===== src/rtl/servant_mtimer_pkg.sv =====
// servant_mtimer_pkg: register addresses, reset values and CTRL bit positions
// for the servant machine timer, plus the Wishbone byte-lane merge helper.
package servant_mtimer_pkg;

  localparam logic [2:0] MTIME_LO    = 3'd0;
  localparam logic [2:0] MTIME_HI    = 3'd1;
  localparam logic [2:0] MTIMECMP_LO = 3'd2;
  localparam logic [2:0] MTIMECMP_HI = 3'd3;
  localparam logic [2:0] CTRL        = 3'd4;

  localparam logic [63:0] MTIMECMP_RST = '1;
  localparam logic [31:0] CTRL_RST     = 32'h0000_0001;

  localparam int CTRL_EN      = 0;
  localparam int CTRL_DIV_LSB = 8;

  function automatic logic [31:0] wb_merge(
    input logic [31:0] old,
    input logic [31:0] dat,
    input logic [3:0]  sel
  );
    logic [31:0] res;
    res = old;
    for (int b = 0; b < 4; b++) begin
      if (sel[b]) res[8*b +: 8] = dat[8*b +: 8];
    end
    return res;
  endfunction

endpackage


===== src/rtl/servant_mtimer_if.sv =====
// servant_mtimer_if: 32-bit Wishbone classic bundle (cyc/stb/we/adr/dat/sel
// toward the slave, rdt/ack back); master and slave modports.
interface servant_mtimer_if;
  logic        i_wb_cyc;
  logic        i_wb_stb;
  logic        i_wb_we;
  logic [2:0]  i_wb_adr;
  logic [31:0] i_wb_dat;
  logic [3:0]  i_wb_sel;
  logic [31:0] o_wb_rdt;
  logic        o_wb_ack;

  modport master (
    output i_wb_cyc, i_wb_stb, i_wb_we,
    output i_wb_adr, i_wb_dat, i_wb_sel,
    input  o_wb_rdt, o_wb_ack
  );

  modport slave (
    input  i_wb_cyc, i_wb_stb, i_wb_we,
    input  i_wb_adr, i_wb_dat, i_wb_sel,
    output o_wb_rdt, o_wb_ack
  );
endinterface


===== src/rtl/servant_mtimer_prescaler.sv =====
// servant_mtimer_prescaler: counts 0..i_div while i_en, pulses o_tick when
// the count equals i_div; i_clr (CTRL write) restarts the count at 0.
module servant_mtimer_prescaler #(
  parameter int W = 8
) (
  input  logic         i_clk,
  input  logic         i_rst,
  input  logic         i_en,
  input  logic         i_clr,
  input  logic [W-1:0] i_div,
  output logic         o_tick
);

  logic [W-1:0] cnt;

  assign o_tick = i_en & (cnt == i_div);

  always_ff @(posedge i_clk) begin
    if (i_rst || i_clr) cnt <= '0;
    else if (o_tick)    cnt <= '0;
    else if (i_en)      cnt <= cnt + W'(1);
  end

endmodule


===== src/rtl/servant_mtimer.sv =====
// servant_mtimer: 64-bit mtime/mtimecmp + CTRL on a Wishbone slave (wb),
// clk i_clk, sync reset i_rst, level irq o_timer_irq. SERVANT_MTIMER_PRESCALE_EN.
module servant_mtimer
  import servant_mtimer_pkg::*;
#(
  parameter int PRESCALE_W = 8
) (
  input  logic             i_clk,
  input  logic             i_rst,
  servant_mtimer_if.slave  wb,
  output logic             o_timer_irq
);

  logic [63:0]           mtime;
  logic [63:0]           mtimecmp;
  logic                  en;
  logic                  tick;
  logic [PRESCALE_W-1:0] div;
  logic                  access;
  logic                  wr;
  logic                  wr_ctrl;
  logic [31:0]           ctrl_rd;
  logic [31:0]           rd_mux;

  // The edge that raises ack is the one and only access edge.
  assign access  = wb.i_wb_cyc & wb.i_wb_stb & ~wb.o_wb_ack;
  assign wr      = access & wb.i_wb_we;
  assign wr_ctrl = wr & (wb.i_wb_adr == CTRL);

  assign ctrl_rd = (32'(en) << CTRL_EN)
                 | (32'(div) << CTRL_DIV_LSB);

`ifdef SERVANT_MTIMER_PRESCALE_EN
  always_ff @(posedge i_clk) begin
    if (i_rst) begin
      div <= CTRL_RST[CTRL_DIV_LSB +: PRESCALE_W];
    end else if (wr_ctrl) begin
      for (int i = 0; i < PRESCALE_W; i++) begin
        if (wb.i_wb_sel[(CTRL_DIV_LSB + i) / 8])
          div[i] <= wb.i_wb_dat[CTRL_DIV_LSB + i];
      end
    end
  end

  servant_mtimer_prescaler #(
    .W (PRESCALE_W)
  ) u_prescaler (
    .i_clk  (i_clk),
    .i_rst  (i_rst),
    .i_en   (en),
    .i_clr  (wr_ctrl),
    .i_div  (div),
    .o_tick (tick)
  );
`else
  assign div  = '0;
  assign tick = en;
`endif

  always_comb begin
    rd_mux = '0;
    case (wb.i_wb_adr)
      MTIME_LO:    rd_mux = mtime[31:0];
      MTIME_HI:    rd_mux = mtime[63:32];
      MTIMECMP_LO: rd_mux = mtimecmp[31:0];
      MTIMECMP_HI: rd_mux = mtimecmp[63:32];
      CTRL:        rd_mux = ctrl_rd;
      default:     rd_mux = '0;
    endcase
  end

  always_ff @(posedge i_clk) begin
    if (i_rst) begin
      wb.o_wb_ack <= 1'b0;
      wb.o_wb_rdt <= '0;
      mtime       <= '0;
      mtimecmp    <= MTIMECMP_RST;
      en          <= CTRL_RST[CTRL_EN];
      o_timer_irq <= 1'b0;
    end else begin
      wb.o_wb_ack <= access;
      o_timer_irq <= (mtime >= mtimecmp);
      if (access) wb.o_wb_rdt <= rd_mux;
      // A bus write to either half suppresses the tick for that cycle.
      if (wr && wb.i_wb_adr == MTIME_LO)
        mtime[31:0] <= wb_merge(mtime[31:0],
                                wb.i_wb_dat, wb.i_wb_sel);
      else if (wr && wb.i_wb_adr == MTIME_HI)
        mtime[63:32] <= wb_merge(mtime[63:32],
                                 wb.i_wb_dat, wb.i_wb_sel);
      else if (tick)
        mtime <= mtime + 64'd1;
      if (wr && wb.i_wb_adr == MTIMECMP_LO)
        mtimecmp[31:0] <= wb_merge(mtimecmp[31:0],
                                   wb.i_wb_dat, wb.i_wb_sel);
      if (wr && wb.i_wb_adr == MTIMECMP_HI)
        mtimecmp[63:32] <= wb_merge(mtimecmp[63:32],
                                    wb.i_wb_dat, wb.i_wb_sel);
      if (wr_ctrl && wb.i_wb_sel[0])
        en <= wb.i_wb_dat[CTRL_EN];
    end
  end

endmodule


===== src/flat_wrapper.sv =====
// flat-port wrapper written by rule: the top's interface ports become plain ports
module servant_mtimer_flat import servant_mtimer_pkg::*;
#(
  parameter int PRESCALE_W = 8
)
  (i_clk, i_rst, o_timer_irq, wb_i_wb_cyc, wb_i_wb_stb, wb_i_wb_we, wb_i_wb_adr, wb_i_wb_dat, wb_i_wb_sel, wb_o_wb_rdt, wb_o_wb_ack);
  servant_mtimer_if wb_i ();
  input  logic i_clk;
  input  logic i_rst;
  output logic o_timer_irq;
  input wire logic [$bits(wb_i.i_wb_cyc)-1:0] wb_i_wb_cyc;
  input wire logic [$bits(wb_i.i_wb_stb)-1:0] wb_i_wb_stb;
  input wire logic [$bits(wb_i.i_wb_we)-1:0] wb_i_wb_we;
  input wire logic [$bits(wb_i.i_wb_adr)-1:0] wb_i_wb_adr;
  input wire logic [$bits(wb_i.i_wb_dat)-1:0] wb_i_wb_dat;
  input wire logic [$bits(wb_i.i_wb_sel)-1:0] wb_i_wb_sel;
  output wire logic [$bits(wb_i.o_wb_rdt)-1:0] wb_o_wb_rdt;
  output wire logic [$bits(wb_i.o_wb_ack)-1:0] wb_o_wb_ack;
  assign wb_i.i_wb_cyc = wb_i_wb_cyc;
  assign wb_i.i_wb_stb = wb_i_wb_stb;
  assign wb_i.i_wb_we = wb_i_wb_we;
  assign wb_i.i_wb_adr = wb_i_wb_adr;
  assign wb_i.i_wb_dat = wb_i_wb_dat;
  assign wb_i.i_wb_sel = wb_i_wb_sel;
  assign wb_o_wb_rdt = wb_i.o_wb_rdt;
  assign wb_o_wb_ack = wb_i.o_wb_ack;
  servant_mtimer #(.PRESCALE_W(PRESCALE_W)) u_core (.i_clk(i_clk), .i_rst(i_rst), .wb(wb_i), .o_timer_irq(o_timer_irq));
endmodule

===== config.mk =====
export PLATFORM = sky130hd
export DESIGN_NAME = servant_mtimer_flat
export DESIGN_NICKNAME = d
export VERILOG_FILES = /design/src/rtl/servant_mtimer_pkg.sv /design/src/rtl/servant_mtimer_if.sv /design/src/rtl/servant_mtimer_prescaler.sv /design/src/rtl/servant_mtimer.sv /design/src/flat_wrapper.sv
export SDC_FILE = /design/constraint.sdc
export NUM_CORES = 1
export LEC_CHECK = 0
export BUFFER_PORTS_ARGS = -buffer_cell sky130_fd_sc_hd__buf_2
export CAP_MARGIN = 5
export CORE_MARGIN = 10
export CORE_UTILIZATION = 55
export DETAILED_ROUTE_END_ITERATION = 10
export PLACE_DENSITY = 0.84
export SLEW_MARGIN = 20
export SYNTH_ARGS = -nofsm -noshare
export SYNTH_HDL_FRONTEND = slang
export SYNTH_HIERARCHICAL = 1
export SYNTH_SLANG_ARGS = --single-unit

===== constraint.sdc =====
create_clock -name i_clk -period 3.7 [get_ports i_clk]
set_input_delay 0.37 -clock i_clk [delete_from_list [all_inputs] [get_ports i_clk]]
set_output_delay 0.37 -clock i_clk [all_outputs]
set_load 0.03 [all_outputs]

==> qor.log <==
qor: placed_design.gpl.final_weighted_congestion 0.974
qor: grt.grt_antenna_before_repair 0
qor: critical_path.cpLargestDelayFamily simple AND/OR/NAND/NOR gates
qor: critical_path.data_arrival_time_at_the_worst_slack_endpoint 3050 ps
qor: pwr.combPwrFrac 7.6%
qor: routing.dr.first_iter.drc_count 1497
qor: min_path.timing.hold.worst.start wb_i_wb_dat[12]
qor: sta.hold_violations 0
qor: cts.clock_tree.root_cell sky130_fd_sc_hd__clkbuf_16
qor: floorplan.row_count 49
qor: cells_and_area.post_route_cells_drive_above_1_share 11.9%
qor: sta.final-max-slew-violation-count 0
qor: pwr.cellInternalPower 3.10 mW
qor: grt.via_count_of_the_first_global_routing_pass 9916
qor: critical_path.timing.critical_path.from_type flop
qor: critical_path.critical_path.startpoint u_core/mtime[30]
qor: placed_design.dpl.cell_count 1537
qor: cells_and_area.fin_cells 1569
qor: pwr.net-switching-power 1.01 mW
qor: routing.post_drt_wl_per_cell 21.4 µm
qor: synth.netlist_area 10100 µm²
qor: synth.netlist-cell-type-count 75
qor: synth.postSynth.asyncResetShare 0%
qor: placed_design.number_of_input_and_output_port_buffers_inserted 77
qor: floorplan.die-area 24200 µm²
qor: critical_path.worst-endpoint-required 4050 ps
qor: synth.synth.yosys.seq_area_share 32.4%
qor: placed_design.placement.cell_area 10600 µm²
qor: min_path.min-delay-path-class in2reg
qor: sta.setup_ws 1000 ps
qor: critical_path.longest_individual_stage_delay_on_the_worst_path 530 ps
qor: routing.drc_errors 0
qor: synth.total_number_of_yosys_warnings 6
qor: critical_path.critical_path.slowest_cell sky130_fd_sc_hd__dfxtp_1
qor: pwr.power_frac_clock 48.2%
qor: critical_path.crit_chain nand3_2 > nor4b_4 > nand3_1 > nor4_1 > mux2_2 > o21ai_0
qor: pwr.sw_frac_of_total 24.6%
qor: grt.global_route_wire_length_before_repair 53.2 mm
qor: pwr.sequential_share_of_power 44.2%
qor: sta.fmax 0.370 GHz
qor: floorplan.fp.dieW 155 µm
qor: floorplan.die_height 155 µm
qor: critical_path.timing.setup.critical_path_class reg2reg
qor: pwr.power_leakage 4.86 nW
qor: sta.setup_total_negative_slack 0 ps
qor: cells_and_area.flow.area_growth_from_synthesis 11.2%
qor: cts.worst_path_clk_slew 70 ps
qor: cells_and_area.post-route-util 62.2%
qor: sta.layout_worst_path_cycle_share 73.0%
qor: cts.clk-insertion-delay-late 430 ps
qor: synth.synthCells 1305
qor: cts.cts.repair_timing.setup_buffer_count 0
qor: critical_path.critical_path_buf_inv_count 0
qor: synth.ys.flop_type sky130_fd_sc_hd__dfxtp_1
qor: sta.rsz0062_at_grt false
qor: routing.number_of_routed_nets_with_antenna_violations 0
qor: cts.cts.hold.buffers_added 0
qor: routing.detail_route.wirelength 33.5 mm
qor: synth.yosys_top_cell_area_share 32.4%
qor: cts.cts_inserted_buffers 17
qor: pwr.design_power_total 4.12 mW
qor: sta.worst_slew_margin_rel 35.4%
qor: flow_run.maxCapViolCount 0
qor: synth.synth_edf_count 0
qor: floorplan.floorplan.initialDensity 55.9%
qor: status.run_status complete, no violations
qor: pwr.peakVddDrop 0.396 mV
qor: floorplan.coreArea 18000 µm²
qor: cts.tritoncts yes
qor: placed_design.dp_hpwl 23.1 mm
qor: sta.fin_worst_skew 8.19 ps
qor: cts.clock_net_sink_count 163
qor: routing.route.detailed.vias_per_inst 6.81
qor: routing.detailroute.via_count 10689
qor: grt.grt_start_max_net_pins 74
qor: cts.clockBufferDepth 2
qor: synth.synth.net_count 1414
qor: cts.ctsHtreeMaxLevel 4
qor: cells_and_area.antenna-diode-count 0
qor: critical_path.crit_fanout 12
qor: synth.synth_area_leaders sky130_fd_sc_hd__dfxtp_1 32%, sky130_fd_sc_hd__ha_1 8.1%, sky130_fd_sc_hd__a21oi_1 6.7%
qor: grt.track_usage 27.0%
qor: synth.synth_area_leader_cell sky130_fd_sc_hd__dfxtp_1
qor: routing.drt-pass1-iter-count 9
qor: sta.timing.hold.ws 231 ps
qor: cts.post_cts_resize_count 0
qor: synth.synthMostInstantiatedCell sky130_fd_sc_hd__dfxtp_1
qor: grt.globalRouteOverflowTotal 0
qor: sta.timing.final.setup_violations 0
qor: cells_and_area.number_of_nets_in_the_layout 1436
qor: floorplan.pin_count 78
qor: pwr.pwr_density_cell 367 nW/µm²
qor: synth.synth.cells.most_frequent 163 x sky130_fd_sc_hd__dfxtp_1, 142 x sky130_fd_sc_hd__nand2_1, 136 x sky130_fd_sc_hd__a21oi_1
qor: sta.period_needed 2700 ps
qor: critical_path.crit_path_end_kind flop
qor: synth.synth-seq-cells 163
qor: sta.worst-slew-pin-transition 969 ps
qor: critical_path.source_of_the_worst_register_to_register_timing_path u_core/mtime[30]
qor: cells_and_area.area_of_all_placed_cells_without_fillers 11200 µm²
qor: synth.synthesis.area_per_instance 7.73 µm²
qor: placed_design.detailedPlace.worstSlack 1050 ps
## final cells by class
class                           count  area, µm²
Clock inverter                     11        200
Fill cell                        1614       6810
Inverter                           74        278
Clock buffer                       21        450
Timing Repair Buffer              103        583
Multi-Input combinational cell    968       6150
Sequential cell                   163       3260
Tap cell                          229        287
## layer usage
layer	up-vias	GRT usage [%]	wire, µm
li1	4914	-	-
met1	5032	35.4	13600
met2	656	42.4	15400
met3	87	5.68	3400
met4	0	10.6	1090
met5	-	0	0
## cells by family (layout without fill, tap and decap cells)
| family | after synthesis | in the layout | synth area share (%) |
|---|---|---|---|
| flip-flops | 163 | 163 | 32.4 |
| buffers and inverters | 174 | 209 | 6.92 |
| AND/OR/NAND/NOR | 436 | 436 | 22.0 |
| adder cells (fa/ha/maj) | 65 | 65 | 8.06 |
| AO/OA/AOI/OAI | 455 | 455 | 29.3 |
| multiplexers | 12 | 12 | 1.36 |
## power by group through the flow
stage	Clock, mW	Sequential [mW]	Combinational (mW)
after CTS	2.00	1.82	0.308
after global placement	0	1.86	0.301
final	1.98	1.82	0.315
after floorplan	0	1.86	0.170
after detailed placement	0	1.86	0.306
after global routing	2.07	1.82	0.341
## worst min-delay path, cell delays in order
cell	delay, ps
sky130_fd_sc_hd__buf_2	120
sky130_fd_sc_hd__nand2_1	50
sky130_fd_sc_hd__o211ai_1	80
## worst paths after layout
kind	endpoint	slack, ps	cells past startpoint
worst max register to register	u_core/mtime[61]	1000	6
worst max-delay path	u_core/mtime[61]	1000	6
worst min register to register	u_core/wb.o_wb_rdt[23]	480	2
worst min-delay path	u_core/mtimecmp[44]	230	3
## cells in the final DEF (no fill, tap or decap), drive strengths merged, types with 4 or more instances in the layout
master  count
o211ai     66
nand4      39
nand2     143
a21oi     136
and2        7
buf       103
o31ai      10
a32oi       4
clkbuf     21
a21o       21
o31a        4
bufinv      5
nor3b       4
dfxtp     163
or4         5
a22oi      70
and4       14
a211oi     14
nand3      48
and3       29
nand2b      6
o21ai      57
a221oi      4
mux2i       7
a21boi      4
nor4       16
inv        76
nor3       18
nor2       91
ha         65
a31oi      28
o311ai      4
o22ai       6
mux2        4
or3         4
## sequential cells by signal, summed over array words and instances, names as in the netlist
signal / flops
u_core/mtime: 64
u_core/mtimecmp: 64
u_core/wb.o_wb_rdt: 32
u_core/en: 1
u_core/o_timer_irq: 1
u_core/wb.o_wb_ack: 1
No activity file was read; power rests on OpenSTA's default activity.
